[config.mk]
export PLATFORM = sky130hd
export DESIGN_NAME = fads_sort_scheduler
export DESIGN_NICKNAME = d
export VERILOG_FILES = /design/src/rtl/fads_sort_scheduler.sv
export SDC_FILE = /design/constraint.sdc
export NUM_CORES = 1
export LEC_CHECK = 0
export CORE_MARGIN = 2
export CORE_UTILIZATION = 63
export DETAILED_ROUTE_END_ITERATION = 6
export PLACE_DENSITY = 0.86
export SLEW_MARGIN = 20
export SYNTH_ARGS = -nofsm -noshare
export SYNTH_HDL_FRONTEND = slang
export SYNTH_SLANG_ARGS = --single-unit
[constraint.sdc]
create_clock -name adc_clk_i -period 16.2 [get_ports adc_clk_i]
set_input_delay 1.62 -clock adc_clk_i [delete_from_list [all_inputs] [get_ports adc_clk_i]]
set_output_delay 1.62 -clock adc_clk_i [all_outputs]
set_load 0.02 [all_outputs]
[src/rtl/fads_sort_scheduler.sv]
// Timed sort-pulse scheduler: timestamps droplet requests, queues their due times and
// fires one shaped trigger pulse per droplet. Optional holdoff state: FADS_SCHED_HOLDOFF_EN.
module fads_sort_scheduler #(
  parameter int AW = 3,
  parameter int TW = 32
) (
  input  logic          adc_clk_i,
  input  logic          adc_rst_i,
  input  logic          enable_i,
  input  logic          req_i,
  input  logic          flush_i,
  input  logic [TW-1:0] delay_i,
  input  logic [TW-1:0] duration_i,
  input  logic [15:0]   holdoff_i,
  output logic          sort_trig_o,
  output logic          busy_o,
  output logic [AW:0]   level_o,
  output logic [TW-1:0] fire_cnt_o,
  output logic [TW-1:0] drop_cnt_o,
  output logic [TW-1:0] late_cnt_o
);

  localparam int DEPTH = 1 << AW;

  typedef enum logic [1:0] {
    ST_IDLE    = 2'd0,
    ST_PULSE   = 2'd1,
    ST_HOLDOFF = 2'd2
  } state_t;

  state_t        state_r;
  logic [TW-1:0] now_r;
  logic [TW-1:0] mem_r [DEPTH];
  logic [AW-1:0] wr_ptr_r;
  logic [AW-1:0] rd_ptr_r;
  logic [AW:0]   level_r;
  logic [TW-1:0] pulse_cnt_r;
  logic          trig_r;
  logic          busy_r;
  logic [TW-1:0] fire_cnt_r;
  logic [TW-1:0] drop_cnt_r;
  logic [TW-1:0] late_cnt_r;
`ifdef FADS_SCHED_HOLDOFF_EN
  logic [15:0]   hold_cnt_r;
`else
  logic [15:0]   unused_holdoff_s;
  assign unused_holdoff_s = holdoff_i;
`endif

  logic [TW-1:0] head_age_s;
  logic [TW-1:0] dur_s;
  logic          empty_s;
  logic          full_s;
  logic          req_s;
  logic          pop_s;
  logic          push_s;
  logic          drop_s;
  logic [AW:0]   level_nxt_s;

  // Age of the head entry; its sign bit is the wrap-safe "not yet due" flag.
  assign head_age_s = now_r - mem_r[rd_ptr_r];
  assign empty_s    = (level_r == (AW+1)'(0));
  assign full_s     = (level_r == (AW+1)'(DEPTH));

  // Queue push/pop/drop decisions and the next fill level.
  always_comb begin
    req_s       = req_i & enable_i & ~flush_i;
    pop_s       = (state_r == ST_IDLE) & ~empty_s & ~head_age_s[TW-1] & ~flush_i;
    push_s      = req_s & (~full_s | pop_s);
    drop_s      = req_s & full_s & ~pop_s;
    dur_s       = (duration_i == '0) ? TW'(1) : duration_i;
    level_nxt_s = level_r;
    if (flush_i) begin
      level_nxt_s = (AW+1)'(0);
    end else if (push_s && !pop_s) begin
      level_nxt_s = level_r + (AW+1)'(1);
    end else if (pop_s && !push_s) begin
      level_nxt_s = level_r - (AW+1)'(1);
    end else begin
      level_nxt_s = level_r;
    end
  end

  // Free-running timebase.
  always_ff @(posedge adc_clk_i or posedge adc_rst_i) begin
    if (adc_rst_i) begin
      now_r <= '0;
    end else begin
      now_r <= now_r + TW'(1);
    end
  end

  // Due-time storage.
  always_ff @(posedge adc_clk_i) begin
    if (push_s) begin
      mem_r[wr_ptr_r] <= now_r + delay_i;
    end
  end

  // Queue pointers and level.
  always_ff @(posedge adc_clk_i or posedge adc_rst_i) begin
    if (adc_rst_i) begin
      wr_ptr_r <= '0;
      rd_ptr_r <= '0;
      level_r  <= '0;
    end else if (flush_i) begin
      wr_ptr_r <= '0;
      rd_ptr_r <= '0;
      level_r  <= '0;
    end else begin
      if (push_s) begin
        wr_ptr_r <= wr_ptr_r + AW'(1);
      end
      if (pop_s) begin
        rd_ptr_r <= rd_ptr_r + AW'(1);
      end
      level_r <= level_nxt_s;
    end
  end

  // Event counters; only reset clears them.
  always_ff @(posedge adc_clk_i or posedge adc_rst_i) begin
    if (adc_rst_i) begin
      fire_cnt_r <= '0;
      drop_cnt_r <= '0;
      late_cnt_r <= '0;
    end else begin
      if (pop_s) begin
        fire_cnt_r <= fire_cnt_r + TW'(1);
      end
      if (pop_s && (head_age_s != '0)) begin
        late_cnt_r <= late_cnt_r + TW'(1);
      end
      if (drop_s) begin
        drop_cnt_r <= drop_cnt_r + TW'(1);
      end
    end
  end

  // Pulse FSM with registered trigger and busy flags.
  always_ff @(posedge adc_clk_i or posedge adc_rst_i) begin
    if (adc_rst_i) begin
      state_r     <= ST_IDLE;
      trig_r      <= 1'b0;
      busy_r      <= 1'b0;
      pulse_cnt_r <= '0;
`ifdef FADS_SCHED_HOLDOFF_EN
      hold_cnt_r  <= 16'd0;
`endif
    end else if (flush_i) begin
      state_r <= ST_IDLE;
      trig_r  <= 1'b0;
      busy_r  <= 1'b0;
    end else begin
      case (state_r)
        ST_IDLE: begin
          if (pop_s) begin
            state_r     <= ST_PULSE;
            trig_r      <= 1'b1;
            busy_r      <= 1'b1;
            pulse_cnt_r <= dur_s;
          end else begin
            busy_r <= (level_nxt_s != (AW+1)'(0));
          end
        end
        ST_PULSE: begin
          if (pulse_cnt_r <= TW'(1)) begin
            trig_r     <= 1'b0;
`ifdef FADS_SCHED_HOLDOFF_EN
            state_r    <= ST_HOLDOFF;
            hold_cnt_r <= holdoff_i;
            busy_r     <= 1'b1;
`else
            state_r    <= ST_IDLE;
            busy_r     <= (level_nxt_s != (AW+1)'(0));
`endif
          end else begin
            pulse_cnt_r <= pulse_cnt_r - TW'(1);
            busy_r      <= 1'b1;
          end
        end
        ST_HOLDOFF: begin
          trig_r <= 1'b0;
`ifdef FADS_SCHED_HOLDOFF_EN
          if (hold_cnt_r <= 16'd1) begin
            state_r <= ST_IDLE;
            busy_r  <= (level_nxt_s != (AW+1)'(0));
          end else begin
            hold_cnt_r <= hold_cnt_r - 16'd1;
            busy_r     <= 1'b1;
          end
`else
          state_r <= ST_IDLE;
          busy_r  <= (level_nxt_s != (AW+1)'(0));
`endif
        end
        default: begin
          state_r <= ST_IDLE;
          trig_r  <= 1'b0;
          busy_r  <= (level_nxt_s != (AW+1)'(0));
        end
      endcase
    end
  end

  assign sort_trig_o = trig_r;
  assign busy_o      = busy_r;
  assign level_o     = level_r;
  assign fire_cnt_o  = fire_cnt_r;
  assign drop_cnt_o  = drop_cnt_r;
  assign late_cnt_o  = late_cnt_r;

endmodule

* Word level (Yosys, flattened, before mapping)
Memories as Yosys holds them, arrays and structs flattened. Index checks and enable logic that the tools add are counted.
Storage, ports and cells: register bits 174, RAM bits 256, bits of input ports 85, word-level logic and storage cells 85, memories 1
Memory list:
- mem_r | depth 8, bits a word 32, read ports 1, clocked after Yosys merged registers in 0, wr ports 1, RTL line 33 | logic [TW-1:0] mem_r [DEPTH];
Cells by class: $add $sub $neg 11, $lt $le $gt $ge 1, equality and inequality tests 6, multiplexer cells 26, bitwise logic cells 14, reductions and logical operators 15
Operators with widths (count):
- adder 32 x 1 -> 32 bit (second input constant) | 4
- 2-to-1 mux 32 bit | 3
- case mux 32 bit (2 select lines) | 1
- adder 32 bit | 1
- <= comparator 32 x 1 -> 1 bit (second input constant) | 1
- logical NOT 32 bit | 1
- nonzero test 32 bit | 1
- subtractor 32 x 1 -> 32 bit (second input constant) | 1
- subtractor 32 bit | 1
- 2-to-1 mux 4 bit | 4
- 2-to-1 mux 3 bit | 4
- AND 1 bit | 8
- 2-to-1 mux 1 bit | 8
- adder 3 x 1 -> 3 bit (second input constant) | 2
- 2-to-1 mux 2 bit | 3
- inequality test 3 bit (second input constant) | 2
- nonzero test 2 bit | 3
- inverter 1 bit | 5
- adder 4 x 1 -> 4 bit (second input constant) | 1
- == test 4 bit (second input constant) | 1
- logical NOT 4 bit | 1
- inequality test 2 bit (second input constant) | 2
- case mux 1 bit (2 select lines) | 2
- case mux 2 bit (2 select lines) | 1
- 9 further kinds | 12

* Logic depth before layout (Yosys ltp)
word-level depth 16, mapped depth 20

* Worst setup path after synthesis
OpenSTA, ideal clock, no wires.
path type reg-to-reg, start point register rd_ptr_r[0], end point memory mem_r[0][0], enable pin, setup time 0.461 ns, arrival time 6.694 ns, required time 15.739 ns, slack 9.045 ns, stages on the path, launching flop included 17, buffers on the path 3, cell sequence dfrtp_1 buf_2 buf_1 mux4_2 mux2i_1 ha_1 clkbuf_1 a21o_1 a21o_1 a21oi_1 o21ai_0 a22oi_1 o211ai_1 nor3_2 nor2_1 or3_1 nor3_1
Between the ends: word-level cells in the longest chain between the ends 9
RTL lines:
- start, declared | RTL line 35 | logic [AW-1:0] rd_ptr_r;
- start signal, assigned | RTL line 115 | rd_ptr_r <= rd_ptr_r + AW'(1);
- memory (8 x 32 bit)
- subtractor 32 bit | RTL line 61 | assign head_age_s = now_r - mem_r[rd_ptr_r];
- inverter 1 bit | RTL line 68 | pop_s = (state_r == ST_IDLE) & ~empty_s & ~head_age_s[TW-1] & ~flush_i;
- AND 1 bit (2 in series) | RTL line 68
- bitwise OR 1 bit | RTL line 69 | push_s = req_s & (~full_s | pop_s);
- AND 1 bit | RTL line 69
- 2-to-1 mux 1 bit | RTL line 95 | if (push_s) begin
- 2-to-1 mux 1 bit (not written as such) | RTL line 96 | mem_r[wr_ptr_r] <= now_r + delay_i;
- end, declared | RTL line 33
No other way between the ends.

* Worst setup path after layout
start point register rd_ptr_r[0], end point memory mem_r[4][21], enable pin
The elaborated chain is that of the path after synthesis.

==> results.sh <==
export IMPL_rr_endpoint="mem_r[4][21]"
export IMPL_grt_max_degree=93
export IMPL_rsz0062_at_grt="false"
export IMPL_cts_root_buffer="clkbuf_16"
export IMPL_finalInstanceArea_um2=25300
export IMPL_synth_distinct_cells=84
export IMPL_ff2ff_path_depth=16
export IMPL_drive_gt1_frac=0.0978
export IMPL_p_leak_uw=0.00945
export IMPL_synth_cells=1756
export IMPL_place_hpwl_um=34600
export IMPL_ant_nets=0
export IMPL_nets=2090
export IMPL_syn_area_um2=21600
export IMPL_worst_pin_slew_ns=0.965
export IMPL_cts_tree="yes"
export IMPL_drt_pass1_iter_count=7
export IMPL_io_buffers=170
export IMPL_fillers=2126
export IMPL_die_h_um=189
export IMPL_initial_core_util=0.642
export IMPL_utilization=0.751
export IMPL_r2r_setup_slack_ns=9.10
export IMPL_critPathMaxFanout=40
export IMPL_syn_avg_cell_area_um2=12.3
export IMPL_grt_pass1_wl_um=82200
export IMPL_yosysTopAreaCell="edfxtp_1"
export IMPL_min_path_cells=1
export IMPL_critPathLaunchType="flip-flop"
export IMPL_worstSetupEndpointType="flip-flop"
export IMPL_hold_path_end="late_cnt_o[31]"
export IMPL_drt_iter0_drc=1266
export IMPL_crit_type="flip-flop to flip-flop"
export IMPL_skew_ns=0.0221
export IMPL_yosys_warnings=0
export IMPL_antenna_found_initial=0
export IMPL_clk_pin_slew_ns=0.06
export IMPL_fin_crit_ns=7.10
export IMPL_arrival_ns=7.28
export IMPL_vdd_drop_max_uv=93.0
export IMPL_die_w_um=189
export IMPL_grt_ovfl_total=0
export IMPL_io_pins=187
export IMPL_setup_violations=0
export IMPL_grtUsageTotal=0.292
export IMPL_synth_area_leaders="edfxtp_1 36%, dfrtp_1 20%, mux4_2 6.7%, xnor2_1 5.1%, ha_1 4.2%"
export IMPL_hold_viol_final=0
export IMPL_wl_um=52300
export IMPL_syn_nets=1915
export IMPL_r2r_start="rd_ptr_r[0]"
export IMPL_hp_class="flip-flop to flip-flop"
export IMPL_placed_cell_area_um2=23900
export IMPL_gp_congestion=0.951
export IMPL_synth_edf_count=256
export IMPL_cts_num_sinks=428
export IMPL_routed_via_density=6.44
export IMPL_status="finished with violations"
export IMPL_route_detailed_drc=4
export IMPL_p_per_area_nw_per_um2=103
export IMPL_antenna_cells=0
export IMPL_fp_row_count=67
export IMPL_max_cap_violations=0
export IMPL_violations="DRC"
export IMPL_grt_pass1_vias=15300
export IMPL_synth_top_area_frac=0.355
export IMPL_vias=15500
export IMPL_synthArstFlopShare=0.402
export IMPL_cp_required_ns=16.38
export IMPL_slew_viol_final=0
export IMPL_maxSlewHeadroom=0.357
export IMPL_cts_htree_levels=2
export IMPL_whs_ns=0.480
export IMPL_core_area_um2=33700
export IMPL_fmax_mhz=141
export IMPL_hp_start="late_cnt_o[31]"
export IMPL_syn_to_final_growth_pct=16.9
export IMPL_postCtsSetupRepairBufs=0
export IMPL_fin_crit_sh=0.438
export IMPL_ys_ff_latch=428
export IMPL_tns_ns=0
export IMPL_wl_per_cell_um=21.7
export IMPL_cts_buffer_depth=3
export IMPL_fp_dieArea_um2=35900
export IMPL_cts_made_buffers=44
export IMPL_final_cell_mix="256 x edfxtp_1, 170 x clkdlybuf4s50_1, 168 x dfrtp_1"
export IMPL_synth_flop_cell="edfxtp_1"
export IMPL_hold_buffers=0
export IMPL_clk_latency_ns=0.54
export IMPL_post_cts_resized=0
export IMPL_yosysSeqAreaShare=0.554
export IMPL_mostFrequentLayoutCell="edfxtp_1"
-- sequential cells by signal (all words and copies together), names as in the netlist --
| name | cells |
|---|---|
| state_r | 1 |
| level_o | 4 |
| busy_o | 1 |
| now_r | 32 |
| mem_r | 256 |
| pulse_cnt_r | 32 |
| wr_ptr_r | 3 |
| late_cnt_o | 32 |
| fire_cnt_o | 32 |
| rd_ptr_r | 3 |
| drop_cnt_o | 32 |
-- per-stage QoR --
stage,setup WS (ns),power (uW),std cells
floorplan,9.05,1510,1756
global placement,9.33,1600,2333
detailed placement,9.23,1620,2333
CTS,9.10,2620,2412
global route,8.64,2700,2412
finish,9.10,2610,2412
-- routing by layer --
metal	global-route usage	vias to the layer above	part of all wire
met2	0.492	697	0.49
met4	0.0841	0	0.026
met3	0.0500	105	0.082
met5	0	-	0
li1	-	7015	-
met1	0.395	7710	0.40
-- power breakdown --
part           internal (uW)  switching, uW
sequential              1220           70.3
combinational            142            179
clock                    594            409
total                   1950            658
-- final cells by class --
class                           count  area (um^2)  share of cell area
Inverter                           56          215             0.00850
Clock inverter                     21          229             0.00905
Sequential cell                   428        12000               0.474
Clock buffer                       58         1180              0.0468
Timing Repair Buffer              191         1860              0.0735
Multi-Input combinational cell   1210         9260               0.366
Tap cell                          448          561              0.0221
-- worst max-delay path by stage --
stage                            from      endpoint  cells past startpoint
after floorplan           rd_ptr_r[0]   mem_r[0][0]                     16
after detailed placement  rd_ptr_r[0]  mem_r[4][20]                     16
final                     rd_ptr_r[0]  mem_r[4][21]                     16
after CTS                 rd_ptr_r[0]  mem_r[4][25]                     16
after global placement    rd_ptr_r[0]  mem_r[4][21]                     15
after global routing      rd_ptr_r[0]  mem_r[4][25]                     16
-- synth_stat cells (24+ instances only) --
cell type    n
clkbuf_1    42
mux4_2      64
a21oi_1     98
nor2_1     118
dfrtp_1    172
inv_1       55
nor3_1      34
nand3_1     66
xor2_1      42
ha_1        72
a21o_1      26
xnor2_1    126
nand4_1     45
mux2i_1     39
edfxtp_1   256
nand2_1    117
nor4_1      24
o21ai_0     57
-- worst max-delay path, cell delays in order (launching register included) --
cell,delay (ns)
dfrtp_4,0.77
buf_4,0.76
mux4_2,0.61
mux2i_1,0.26
ha_1,0.40
o21a_1,0.33
o2111a_1,0.21
o41ai_1,0.07
buf_4,0.17
a21oi_1,0.24
or2_1,0.33
o211ai_1,0.29
nor3_2,0.52
nor2_1,0.18
or3_1,0.52
nor2_4,0.55
buf_4,0.46
-- logic make-up after synthesis --
group                    count (synthesis)  synth area share
multiplexers                           109            0.0878
adder cells (fa/ha/maj)                 74            0.0435
XOR/XNOR                               168            0.0680
buffers and inverters                  118            0.0210
flip-flops                             428             0.554
AO/OA/AOI/OAI                          321            0.0987
AND/OR/NAND/NOR                        538             0.127
Power figures use the tool's default switching activity.
